--- config.mk ---
export PLATFORM = sky130hd
export DESIGN_NAME = jtag_ir_decoder
export DESIGN_NICKNAME = d
export VERILOG_FILES = /design/src/rtl/jtag_ir_decoder.sv
export SDC_FILE = /design/constraint.sdc
export NUM_CORES = 1
export LEC_CHECK = 0
export CAP_MARGIN = 20
export CORE_ASPECT_RATIO = 1.25
export CORE_MARGIN = 3
export CORE_UTILIZATION = 55
export DETAILED_ROUTE_END_ITERATION = 6
export HOLD_SLACK_MARGIN = 0.02
export PLACE_DENSITY = 0.87
export SLEW_MARGIN = 20
export SYNTH_ARGS = -nofsm -noshare
export SYNTH_HDL_FRONTEND = slang
export SYNTH_SLANG_ARGS = --single-unit
--- constraint.sdc ---
create_clock -name tck -period 2.25 [get_ports tck]
set_clock_uncertainty 0.15 [all_clocks]
set_input_delay 0.45 -clock tck [delete_from_list [all_inputs] [get_ports tck]]
set_output_delay 0.45 -clock tck [all_outputs]
set_load 0.03 [all_outputs]
--- src/rtl/jtag_ir_decoder.sv ---
// jtag_ir_decoder: JTAG IR/DR back end (IR shift/update, BYPASS, IDCODE, TDO mux).
// Optional USERCODE instruction is compiled in when JTAG_USERCODE_EN is defined.
module jtag_ir_decoder #(
    parameter int          IR_WIDTH     = 4,
    parameter logic [31:0] IDCODE_VAL   = 32'h1000_0A6F,
    parameter logic [31:0] USERCODE_VAL = 32'h0000_0001
) (
    input  logic                tck,
    input  logic                reset,
    input  logic                tdi,
    input  logic                captureIR,
    input  logic                shiftIR,
    input  logic                updateIR,
    input  logic                captureDR,
    input  logic                shiftDR,
    input  logic                updateDR,
    input  logic                tdo_en,
    input  logic                bsr_tdo,
    output logic [IR_WIDTH-1:0] instr,
    output logic                sel_bypass,
    output logic                sel_idcode,
    output logic                sel_bsr,
`ifdef JTAG_USERCODE_EN
    output logic                sel_usercode,
`endif
    output logic                extest,
    output logic                tdo
);

    localparam logic [IR_WIDTH-1:0] OP_EXTEST   = '0;
    localparam logic [IR_WIDTH-1:0] OP_IDCODE   = IR_WIDTH'(1);
    localparam logic [IR_WIDTH-1:0] OP_SAMPLE   = IR_WIDTH'(2);
    localparam logic [IR_WIDTH-1:0] IR_CAPTURE  = IR_WIDTH'(1);
`ifdef JTAG_USERCODE_EN
    localparam logic [IR_WIDTH-1:0] OP_USERCODE = IR_WIDTH'(3);
`else
    localparam logic [31:0] unused_usercode_val = USERCODE_VAL;
`endif

    if (IR_WIDTH < 2 || !IDCODE_VAL[0]) begin : g_param_check
        $error("jtag_ir_decoder: needs IR_WIDTH >= 2 and IDCODE_VAL[0] == 1");
    end

    logic [IR_WIDTH-1:0] ir_sr;
    logic                bypass_reg;
    logic [31:0]         id_sr;
`ifdef JTAG_USERCODE_EN
    logic [31:0]         uc_sr;
`endif

    // updateDR belongs to the external boundary-scan register
    logic unused_update_dr;
    assign unused_update_dr = updateDR;

    // All unlisted codes, including all-ones, fall through to BYPASS
    always_comb begin
        sel_bypass = 1'b0;
        sel_idcode = 1'b0;
        sel_bsr    = 1'b0;
`ifdef JTAG_USERCODE_EN
        sel_usercode = 1'b0;
`endif
        if (instr == OP_EXTEST || instr == OP_SAMPLE)
            sel_bsr = 1'b1;
        else if (instr == OP_IDCODE)
            sel_idcode = 1'b1;
`ifdef JTAG_USERCODE_EN
        else if (instr == OP_USERCODE)
            sel_usercode = 1'b1;
`endif
        else
            sel_bypass = 1'b1;
    end

    assign extest = (instr == OP_EXTEST);

    always_comb begin
        tdo = 1'b0;
        if (tdo_en) begin
            if (shiftIR) begin
                tdo = ir_sr[0];
            end else begin
                unique case (1'b1)
                    sel_bsr:      tdo = bsr_tdo;
                    sel_idcode:   tdo = id_sr[0];
`ifdef JTAG_USERCODE_EN
                    sel_usercode: tdo = uc_sr[0];
`endif
                    default:      tdo = bypass_reg;
                endcase
            end
        end
    end

    always_ff @(posedge tck) begin
        if (reset) begin
            ir_sr      <= IR_CAPTURE;
            instr      <= OP_IDCODE;
            bypass_reg <= 1'b0;
            id_sr      <= IDCODE_VAL;
`ifdef JTAG_USERCODE_EN
            uc_sr      <= USERCODE_VAL;
`endif
        end else begin
            if (captureIR)
                ir_sr <= IR_CAPTURE;
            else if (shiftIR)
                ir_sr <= {tdi, ir_sr[IR_WIDTH-1:1]};
            else if (updateIR)
                instr <= ir_sr;

            if (sel_bypass) begin
                if (captureDR)
                    bypass_reg <= 1'b0;
                else if (shiftDR)
                    bypass_reg <= tdi;
            end

            if (sel_idcode) begin
                if (captureDR)
                    id_sr <= IDCODE_VAL;
                else if (shiftDR)
                    id_sr <= {tdi, id_sr[31:1]};
            end

`ifdef JTAG_USERCODE_EN
            if (sel_usercode) begin
                if (captureDR)
                    uc_sr <= USERCODE_VAL;
                else if (shiftDR)
                    uc_sr <= {tdi, uc_sr[31:1]};
            end
`endif
        end
    end

endmodule

* Yosys cells after proc, flatten, opt, wreduce, memory -nomap -nowiden *
Index checks and enable logic that the tools add are counted.

storage, ports and cells
  memories kept = 0
  bits of input ports = 11
  bits in latches = 0
  memory bits (writable) = 0
  bits in read-only memories = 0
  bits in registers = 41

operators by class
  shifts and indexed selects = 0
  $mul = 0
  div/mod/pow operators = 0
  bitwise operators = 2
  mux-type cells = 12
  equality and inequality tests = 2
  $lt $le $gt $ge = 0
  add/subtract/negate cells = 0
  reduce and logical (&&, ||, !) cells = 7

operators by type and width
  operator                                        number
  2-to-1 mux 32 bit                               2
  2-to-1 mux 1 bit                                9
  == test 4 x 1 -> 1 bit (second input constant)  1
  == test 4 x 2 -> 1 bit (second input constant)  1
  zero test 4 bit                                 1
  AND reduction 2 bit                             2
  AND reduction 3 bit                             1
  NOT 1 bit                                       2
  case mux 1 bit (2 select lines)                 1
  nonzero test 2 bit                              1
  OR reduction 2 bit                              1
  logical OR 1 bit                                1

* Depth between registers and ports, before layout *
  depth after elaboration = 6
  gate-level depth with buffers = 6
  gate-level depth less buffers = 4

* Worst setup path before layout *
No wires, ideal clock.

  path type = register to output
  from = register instr[2]
  to = output tdo
  stages on the path, launching flop included = 3
  path slack = -95 ps
  arrival = 1,745 ps
  buffers on the path = 0
  cell sequence = dfxtp_1 -> or4b_2 -> a41oi_1

on the way
  longest elaborated chain between the ends = 6
  elaborated cells between the ends (all ways) = 10
  those cells by class = eq/ne (2); mux (6); reduce/logical (2)

RTL lines
  what                                                  RTL line  source
  start, declared                                       19        output logic [IR_WIDTH-1:0] instr,
  start signal, assigned                                110       instr <= ir_sr;
  == test 4 x 1 -> 1 bit, or another cell as far along  65        else if (instr == OP_IDCODE)
  2-to-1 mux 1 bit or logical OR 1 bit (tied branches)  65, 63
  2-to-1 mux 1 bit                                      63        if (instr == OP_EXTEST || instr == OP_SAMPLE)
  case mux 1 bit (2 select lines) (*)                   83        unique case (1'b1)
  2-to-1 mux 1 bit (*)                                  80        if (shiftIR) begin
  2-to-1 mux 1 bit (*)                                  79        if (tdo_en) begin
  end, declared                                         27        output logic tdo

Mark *: on every way between the ends. The rest lies on a longest branch, timed or not.

* Worst setup path after layout *
Ends and elaborated chain as after synthesis.

==> results.sh <==
export IMPL_critPathCaptureType="output pin"
export IMPL_remaining_drc_errors=0
export IMPL_htree_levels=2
export IMPL_die_w_um=57.9
export IMPL_synth_edff_count=0
export IMPL_synth_most_common_cell="dfxtp_1"
export IMPL_drv_slew=0
export IMPL_n_antenna_cell=0
export IMPL_synth_compound_area_share_pct=21.6
export IMPL_cp_required_ps=1650
export IMPL_post_place_ws_ps=-253
export IMPL_layout_worst_path_cycle_share_pct=98.2
export IMPL_yosys_most_used_dff="dfxtp_1"
export IMPL_drv_cap=0
export IMPL_num_fill_cells=244
export IMPL_areaGrowthSynthToFinish_pct=15.4
export IMPL_path_cells="or4b_4 -> a41oi_2 -> buf_6"
export IMPL_grt_max_degree=33
export IMPL_cp_start_kind="flip-flop"
export IMPL_synth_seq_cells=41
export IMPL_ff2ff_path_depth=4
export IMPL_syn_nets=207
export IMPL_rsz0062_at_grt="no"
export IMPL_async_flop_share_pct=0
export IMPL_grt_pass1_wl_mm=6.67
export IMPL_top_register="id_sr"
export IMPL_grtUsageTotal_pct=20.6
export IMPL_crit_type="flip-flop to output pin"
export IMPL_synth_top_area_cell="dfxtp_1"
export IMPL_worst_ir_drop_vdd_uv=470
export IMPL_synth_top_family_by_area="simple AND/OR/NAND/NOR gates"
export IMPL_max_freq_ghz=0.452
export IMPL_drt_iter0_drc=76
export IMPL_largest_reg_flops=32
export IMPL_cts_sinks=41
export IMPL_worst_r2r_setup_slack_ps=350
export IMPL_p_total_mw=1.29
export IMPL_rows=22
export IMPL_p_per_area_nw_per_um2=606
export IMPL_core_um2=3080
export IMPL_holdPathEnd="id_sr[29]"
export IMPL_synthAdderAreaFrac_pct=0
export IMPL_synth_area_leaders="dfxtp_1, nand4b_1, a21oi_1"
export IMPL_path_clk_slew_ps=100
export IMPL_worstReg2RegEnd="id_sr[0]"
export IMPL_worst_slack_ps=40.0
export IMPL_finalSetupViolCount=0
export IMPL_drive_gt1_share_pct=18.1
export IMPL_grt_pass1_vias=1441
export IMPL_wire_per_inst_um=16.3
export IMPL_hp_class="flip-flop to flip-flop"
export IMPL_netlist_top_cells_count="dfxtp_1, a21oi_1, o21ai_0, nand4b_1, clkbuf_1"
export IMPL_status="complete, no violations"
export IMPL_multi_input_area_um2=908
export IMPL_syn_area_per_cell_um2=9.44
export IMPL_crit_path_top_delay_cell="or4b_4"
export IMPL_min_from="id_sr[29]"
export IMPL_avgViaCountPerCell=6.35
export IMPL_place_gp_congestion=0.745
export IMPL_postCtsHoldBufs=0
export IMPL_synth_top_area_share_pct=44.4
export IMPL_die_area_um2=4100
export IMPL_holdWs_ps=334
export IMPL_cts_buffers=5
export IMPL_root_buffer="clkbuf_4"
export IMPL_placed_cells=239
export IMPL_hold_viol=0
export IMPL_synth_warnings=0
export IMPL_synth_xor_area_share_pct=0
export IMPL_clock_latency_ps=350
export IMPL_reg2reg_from="instr[2]"
export IMPL_hold_depth=2
export IMPL_seq_area_frac_synth_pct=44.4
export IMPL_nets=221
export IMPL_die_y_um=70.9
export IMPL_min_period_ps=2210
export IMPL_regArea_um2=826
export IMPL_synth_mux_area_share_pct=3.79
export IMPL_reg_largest_list="id_sr (32), instr (4), ir_sr (4)"
export IMPL_synth_distinct_cells=28
export IMPL_worst_pin_slew_ps=682
export IMPL_ios=20
export IMPL_antenna_found_initial=0
export IMPL_start_util_pct=60.0
export IMPL_num_vias=1561
export IMPL_finalWirelength_mm=4.00
export IMPL_drt_pass1_iter_count=4
export IMPL_synth_simple_area_share_pct=22.6
export IMPL_slew_headroom_pct=54.4
export IMPL_hpwl_mm=2.69
export IMPL_cp_max_fo=9
export IMPL_leakage_nw=0.748
export IMPL_port_buffers=18
export IMPL_cts_tree="yes"
export IMPL_synth_cells=196
export IMPL_clock_path_buffers=2
export IMPL_syn_cell_area_um2=1850
export IMPL_finalNonFillerCells=246
export IMPL_cpPeakStageDelay_ps=550
export IMPL_critPathArrivalTime_ps=1610
export IMPL_globalRouteOverflowTotal=0
export IMPL_ant_nets=0
how the worst max path moves through the flow:
stage               slack, ps          to  cells past startpoint  startpoint
finish                     40         tdo                      3    instr[2]
global route                6  sel_idcode                      3    instr[2]
CTS                        30  sel_idcode                      3    instr[1]
detailed placement       -250         tdo                      4     bsr_tdo
global placement         -220         tdo                      4     bsr_tdo
floorplan                  70         tdo                      2    instr[2]
cells by family (layout without fill, tap and decap cells):
family / count (synthesis) / in the layout
AO/OA/AOI/OAI: 72 / 72
AND/OR/NAND/NOR: 52 / 52
flip-flops: 41 / 41
buffers and inverters: 24 / 38
multiplexers: 7 / 7
layer usage:
metal | wire [um] | part of all wire, % | vias up | global-route usage [%]
met1 | 1660 | 41 | 751 | 24.9
met2 | 2090 | 52 | 39 | 35.3
met3 | 189 | 4.7 | 7 | 5.66
met4 | 64 | 1.6 | 0 | 5.67
met5 | 0 | 0 | - | 0
li1 | - | - | 764 | -
area by class of cell:
cell class / count / area share, %
sequential: 41 / 38.7
timing repair buffer: 29 / 13.2
tap: 36 / 2.11
clock buffer: 7 / 2.58
inverter: 2 / 0.937
multi-input combinational: 131 / 42.5
repair_timing:
action                     CTS  global route
gates cloned                 0             0
buffers inserted             0             0
pin swaps                    1             0
gates resized for setup      9             5
setup endpoints to repair    5             3
layout by cell type, fill, tap and decap left out, types with 3 or more instances in the layout:
master / synthesis / layout
nor3_1: 4 / 4
dfxtp_1: 41 / 37
nor4_1: 3 / 3
o21ai_0: 26 / 26
nand4b_1: 22 / 22
o21bai_1: 9 / 9
nor4_2: 7 / 7
buf_4: 0 / 10
clkbuf_4: 0 / 5
mux2i_1: 7 / 7
a21oi_1: 33 / 33
clkdlybuf4s50_1: 0 / 12
nor2_1: 5 / 5
dfxtp_2: 0 / 4
dlygate4sd2_1: 0 / 4
worst max-delay path: cells and delay by family (launching register included):
| family | cells | cell delay, ps |
|---|---|---|
| simple gates | 1 | 550 |
| compound gates | 1 | 180 |
| buf+inv | 1 | 160 |
| flops | 1 | 380 |
stage by stage:
| step | area, um2 | TNS (ps) | utilization [%] |
|---|---|---|---|
| after floorplan | 1860 | 0 | - |
| after global placement | 2060 | -222 | 66.7 |
| after detailed placement | 2060 | -253 | 66.7 |
| after CTS | 2120 | 0 | 68.8 |
| after global routing | 2140 | 0 | 69.3 |
| final | 2140 | 0 | 69.3 |
report_power, final:
| group | total (mW) | switching, mW | internal, mW |
|---|---|---|---|
| registers | 0.753 | 0.0112 | 0.742 |
| logic | 0.169 | 0.0959 | 0.0735 |
| clock network | 0.371 | 0.223 | 0.148 |
No activity file was read; power rests on OpenSTA's default activity.
